==> src/rtl/alu_result_fifo.sv <==
// -----------------------------------------------------------------------------
// alu_result_fifo
//
// Purpose:
//   Sits behind ALU_8bit and buffers each ALU result together with the opcode
//   that produced it and the four status flags {C,O,Z,N}. The buffer is a small
//   first-word-fall-through FIFO with valid/ready handshakes on both sides, so
//   a slow consumer (register writeback, display) can stall without losing
//   results. Two sticky bits remember whether any accepted result carried or
//   overflowed since software last cleared them.
//
// Ports:
//   clk           in   1        single clock, rising edge
//   rst           in   1        asynchronous, active-high reset
//   in_valid_i    in   1        ALU output entry presented
//   in_ready_o    out  1        FIFO can accept an entry this cycle
//   in_result_i   in   WIDTH    ALU result
//   in_opcode_i   in   OPW      opcode that produced in_result_i
//   in_cf_i       in   1        carry flag
//   in_of_i       in   1        overflow flag
//   in_zf_i       in   1        zero flag
//   in_nf_i       in   1        negative flag
//   out_valid_o   out  1        head entry available
//   out_ready_i   in   1        consumer takes head entry
//   out_result_o  out  WIDTH    head result (0 when empty)
//   out_opcode_o  out  OPW      head opcode tag (0 when empty)
//   out_flags_o   out  4        head flags {C,O,Z,N} (0 when empty)
//   count_o       out  AW+1     entries stored, 0..DEPTH
//   sticky_cf_o   out  1        set by any accepted entry with carry
//   sticky_of_o   out  1        set by any accepted entry with overflow
//   clr_sticky_i  in   1        synchronous clear of both sticky bits
// -----------------------------------------------------------------------------
module alu_result_fifo #(
   parameter int WIDTH = 8,
   parameter int OPW   = 4,
   parameter int DEPTH = 4
) (
   input  logic                         clk,
   input  logic                         rst,
   input  logic                         in_valid_i,
   output logic                         in_ready_o,
   input  logic [WIDTH-1:0]             in_result_i,
   input  logic [OPW-1:0]               in_opcode_i,
   input  logic                         in_cf_i,
   input  logic                         in_of_i,
   input  logic                         in_zf_i,
   input  logic                         in_nf_i,
   output logic                         out_valid_o,
   input  logic                         out_ready_i,
   output logic [WIDTH-1:0]             out_result_o,
   output logic [OPW-1:0]               out_opcode_o,
   output logic [3:0]                   out_flags_o,
   output logic [$clog2(DEPTH):0]       count_o,
   output logic                         sticky_cf_o,
   output logic                         sticky_of_o,
   input  logic                         clr_sticky_i
);

   localparam int AW = $clog2(DEPTH);   // storage index width
   localparam int PW = AW + 1;          // pointer width, one wrap bit extra
   localparam int EW = WIDTH + OPW + 4; // packed entry width

   // Occupancy class, decoded from the pointers every cycle. There is no
   // separate state register: the pointers already are the state.
   typedef enum logic [1:0] {
      FILL_EMPTY   = 2'd0,
      FILL_PARTIAL = 2'd1,
      FILL_FULL    = 2'd2
   } fill_e;

   fill_e              fill_state;

   logic [PW-1:0]      wr_ptr_q, wr_ptr_d;
   logic [PW-1:0]      rd_ptr_q, rd_ptr_d;
   logic               sticky_cf_q, sticky_cf_d;
   logic               sticky_of_q, sticky_of_d;

   logic [AW-1:0]      wr_idx;
   logic [AW-1:0]      rd_idx;
   logic               ptr_empty;
   logic               ptr_full;
   logic               push;
   logic               pop;

   logic [EW-1:0]      in_entry;
   logic [EW-1:0]      head_entry;

   // Storage is intentionally left out of reset; only the pointers say what
   // is meaningful.
   logic [EW-1:0]      mem_q [DEPTH];

   // --------------------------------------------------------------------------
   // Pointer decode
   // --------------------------------------------------------------------------
   assign wr_idx    = wr_ptr_q[AW-1:0];
   assign rd_idx    = rd_ptr_q[AW-1:0];
   assign ptr_empty = (wr_ptr_q == rd_ptr_q);
   // Same slot but opposite lap means the writer is a full lap ahead.
   assign ptr_full  = (wr_ptr_q[AW] != rd_ptr_q[AW]) && (wr_idx == rd_idx);

   always_comb begin
      fill_state = FILL_PARTIAL;
      if (ptr_empty) begin
         fill_state = FILL_EMPTY;
      end else if (ptr_full) begin
         fill_state = FILL_FULL;
      end
   end

   // Ready depends only on registered state, so a full FIFO refuses a push
   // even while the consumer is popping in the same cycle.
   assign in_ready_o  = (fill_state != FILL_FULL);
   assign out_valid_o = (fill_state != FILL_EMPTY);

   assign push = in_valid_i  && in_ready_o;
   assign pop  = out_valid_o && out_ready_i;

   // Pointer difference modulo 2*DEPTH gives the occupancy 0..DEPTH directly.
   assign count_o = wr_ptr_q - rd_ptr_q;

   // --------------------------------------------------------------------------
   // Next-state logic
   // --------------------------------------------------------------------------
   always_comb begin
      wr_ptr_d    = wr_ptr_q;
      rd_ptr_d    = rd_ptr_q;
      sticky_cf_d = sticky_cf_q;
      sticky_of_d = sticky_of_q;

      if (push) begin
         wr_ptr_d = wr_ptr_q + PW'(1);
      end
      if (pop) begin
         rd_ptr_d = rd_ptr_q + PW'(1);
      end

      // A flag arriving in the same cycle as a clear survives the clear.
      sticky_cf_d = (clr_sticky_i ? 1'b0 : sticky_cf_q) | (push & in_cf_i);
      sticky_of_d = (clr_sticky_i ? 1'b0 : sticky_of_q) | (push & in_of_i);
   end

   always_ff @(posedge clk or posedge rst) begin
      if (rst) begin
         wr_ptr_q    <= '0;
         rd_ptr_q    <= '0;
         sticky_cf_q <= 1'b0;
         sticky_of_q <= 1'b0;
      end else begin
         wr_ptr_q    <= wr_ptr_d;
         rd_ptr_q    <= rd_ptr_d;
         sticky_cf_q <= sticky_cf_d;
         sticky_of_q <= sticky_of_d;
      end
   end

   assign sticky_cf_o = sticky_cf_q;
   assign sticky_of_o = sticky_of_q;

   // --------------------------------------------------------------------------
   // Storage
   // --------------------------------------------------------------------------
   assign in_entry = {in_result_i, in_opcode_i, in_cf_i, in_of_i, in_zf_i, in_nf_i};

   always_ff @(posedge clk) begin
      if (push) begin
         mem_q[wr_idx] <= in_entry;
      end
   end

   // Fall-through read: the head slot is visible combinationally, so an entry
   // written into an empty FIFO appears on the outputs one cycle later.
   assign head_entry = mem_q[rd_idx];

   // Outputs are forced to zero while empty so stale storage never leaks out,
   // including straight after an asynchronous reset.
   always_comb begin
      out_result_o = '0;
      out_opcode_o = '0;
      out_flags_o  = '0;
      if (out_valid_o) begin
         out_result_o = head_entry[EW-1 -: WIDTH];
         out_opcode_o = head_entry[3+OPW -: OPW];
         out_flags_o  = head_entry[3:0];
      end
   end

endmodule

==> config.mk <==
export PLATFORM = sky130hd
export DESIGN_NAME = alu_result_fifo
export DESIGN_NICKNAME = d
export VERILOG_FILES = /design/src/rtl/alu_result_fifo.sv
export SDC_FILE = /design/constraint.sdc
export NUM_CORES = 1
export LEC_CHECK = 0
export BUFFER_PORTS_ARGS = -buffer_cell sky130_fd_sc_hd__buf_2
export CELL_PAD_IN_SITES_DETAIL_PLACEMENT = 1
export CELL_PAD_IN_SITES_GLOBAL_PLACEMENT = 1
export CORE_MARGIN = 2
export CORE_UTILIZATION = 48
export DETAILED_ROUTE_END_ITERATION = 16
export PLACE_DENSITY_LB_ADDON = 0.12
export SLEW_MARGIN = 10
export SYNTH_ARGS = -nofsm -noshare
export SYNTH_HDL_FRONTEND = slang
export SYNTH_SLANG_ARGS = --single-unit
==> constraint.sdc <==
create_clock -name clk -period 2.7 [get_ports clk]
set_input_delay 0 -clock clk [delete_from_list [all_inputs] [get_ports clk]]
set_output_delay 0 -clock clk [all_outputs]
set_load 0.05 [all_outputs]
==> impl_metrics.env <==
export IMPL_status="finished, final reports clean"
export IMPL_criticalPathCategory="register to output pin"
export IMPL_fin_crit_sh_pct=80.50
export IMPL_die_h_um=82.39
export IMPL_r2r_start="wr_ptr_q[0]$_DFFE_PP0N_"
export IMPL_slowest_delay_ns=0.42
export IMPL_die_w_um=82.39
export IMPL_synth_top_cell_area_share_pct=65.17
export IMPL_cts_sinks=72
export IMPL_syn_to_final_growth_pct=23.04
export IMPL_pin_count=44
export IMPL_drive_gt1_share_pct=35.50
export IMPL_dieArea_mm2=0.006787
export IMPL_ant_nets=0
export IMPL_setup_viol=0
export IMPL_core_area_mm2=0.005921
export IMPL_dpl_hpwl_um=3652
export IMPL_synth_most_common_cell="edfxtp_1"
export IMPL_slew_viol_final=0
export IMPL_worstSetupEndpointType="output pin"
export IMPL_path_clk_slew_ns=0.07
export IMPL_cts_root_buffer="clkbuf_8"
export IMPL_grt_pass1_vias=1827
export IMPL_synthFlopType="edfxtp_1"
export IMPL_syn_area_mm2=0.002949
export IMPL_worst_pin_slew_ns=0.4257
export IMPL_ys_warnings_count=0
export IMPL_vias=1615
export IMPL_max_freq_mhz=460.1
export IMPL_hold_path_class="input pin to register"
export IMPL_antenna_found_initial=0
export IMPL_finClkSkew_ns=0.01060
export IMPL_groute_usage_overall_pct=19.11
export IMPL_yosys_register_bits=72
export IMPL_maxCapViolCount=0
export IMPL_wirelength_um=5619
export IMPL_min_from="in_valid_i"
export IMPL_grt_setup_unrepaired="false"
export IMPL_rows=28
export IMPL_syn_nets=180
export IMPL_start_util_pct=49.81
export IMPL_post_cts_buffers=0
export IMPL_cts_buffer_depth=2
export IMPL_critical_path_max_fanout=17
export IMPL_portBuffers=43
export IMPL_maxSlewHeadroom_pct=71.62
export IMPL_grt_max_degree=20
export IMPL_fillers=563
export IMPL_required_ns=2.70
export IMPL_crit_chain="inv_1, ha_1, nand2_1, nor2_1, buf_4, and2b_1, buf_2"
export IMPL_instances_no_fill=306
export IMPL_worstPathBufferInverterCount=3
export IMPL_grt_pass1_wl_um=9135
export IMPL_critPathLaunch="wr_ptr_q[0]$_DFFE_PP0N_"
export IMPL_period_needed_ns=2.174
export IMPL_dr_pass1_iters=4
export IMPL_cp_arrival_ns=2.17
export IMPL_timing_rr_end="mem_q[0][5]$_DFFE_PP_"
export IMPL_worst_hold_slack_ns=0.02588
export IMPL_placed_cells=271
export IMPL_synth_top_cells_by_count="edfxtp_1, mux4_2, nor2b_1"
export IMPL_nets=255
export IMPL_rrSetupSlack_ns=0.53
export IMPL_gp_congestion=0.7465
export IMPL_reg2regPathDepth=5
export IMPL_seqCellArea_mm2=0.002122
export IMPL_critPathLaunchType="register"
export IMPL_multi_input_comb_area_um2=760.7
export IMPL_crit_slowest_cell="dfrtp_1"
export IMPL_ys_types=24
export IMPL_worst_path_stages=7
export IMPL_clk_latency_ns=0.33
export IMPL_async_flop_share_pct=11.11
export IMPL_drc=0
export IMPL_synth_edf_count=64
export IMPL_yosysTopAreaCell="edfxtp_1"
export IMPL_hold_violations=0
export IMPL_drt_initial_drc_count=79
export IMPL_synth_area_leaders="edfxtp_1, mux4_2, dfrtp_1"
export IMPL_tns_ns=0
export IMPL_ys_seq_area_share_pct=71.96
export IMPL_avgViaCountPerCell=5.278
export IMPL_critPathTopFamily="buffers and inverters"
export IMPL_numCtsBuffers=9
export IMPL_crit_end="out_result_o[7]"
export IMPL_antenna_cells=0
export IMPL_cts_hold_buffers=19
export IMPL_wire_per_inst_um=18.36
export IMPL_cts_repair_resized=0
export IMPL_cts_htree_levels=3
export IMPL_synth_cells=151
export IMPL_syn_avg_cell_area_um2=19.53
export IMPL_overflow=0
export IMPL_cts_tree="built"
## registers in the layout (all words and copies together), names as in the netlist
| signal | flops |
|---|---|
| mem_q | 64 |
| rd_ptr_q | 3 |
| wr_ptr_q | 3 |
| sticky_cf_o | 1 |
| sticky_of_o | 1 |
## per-stage QoR
step / setup slack, ns / instance area [um2] / utilization, %
global placement: 0.6237 / 3274 / 55.30
floorplan: 0.09773 / 2949 / -
detailed placement: 0.4986 / 3274 / 55.30
global route: 0.3663 / 3628 / 61.28
CTS: 0.5019 / 3628 / 61.28
finish: 0.5264 / 3628 / 61.28
## cells in the final DEF, fill, tap and decap left out, types with 8 or more instances in the layout
cell / instances
mux4_2: 15
nor2b_1: 9
dlygate4sd3_1: 19
inv_1: 8
buf_2: 43
edfxtp_1: 64
dfrtp_1: 8
clkbuf_8: 9
## cells by family after synthesis
family / Yosys count / synth area share (%)
xor+xnor: 5 / 1.485
compound gates: 9 / 1.951
simple gates: 25 / 5.218
mux: 19 / 13.49
flops: 72 / 71.96
fa+ha+maj: 8 / 3.649
buf+inv: 13 / 2.248
## per-layer routing
metal | routed length [um] | up-vias | GRT usage, %
met3 | 208 | 6 | 5.000
met4 | 52 | 0 | 8.167
li1 | - | 736 | -
met1 | 2464 | 835 | 23.42
met5 | 0 | - | 0
met2 | 2893 | 38 | 32.10
## cell type report
cell class | instances | area share [%]
clock buffer | 10 | 3.517
clock inverter | 6 | 1.000
multi-input combinational | 66 | 20.97
inverter | 8 | 0.8276
sequential | 72 | 58.48
timing repair buffer | 69 | 12.62
tap | 75 | 2.586
## worst min path at each step
| stage | endpoint | slack [ns] | depth (start not counted) |
|---|---|---|---|
| after floorplan | rd_ptr_q[0]$_DFFE_PP0P_ | -0.18 | 1 |
| after global placement | sticky_of_o$_DFF_PP0_ | -0.05 | 2 |
| after detailed placement | sticky_cf_o$_DFF_PP0_ | -0.02 | 2 |
| after CTS | sticky_cf_o$_DFF_PP0_ | 0.02 | 2 |
| after global routing | sticky_cf_o$_DFF_PP0_ | 0.03 | 2 |
| final | sticky_cf_o$_DFF_PP0_ | 0.03 | 2 |
Power is not shown: default switching activity piles up to over one toggle a cycle in this logic, so the estimate is an artifact.
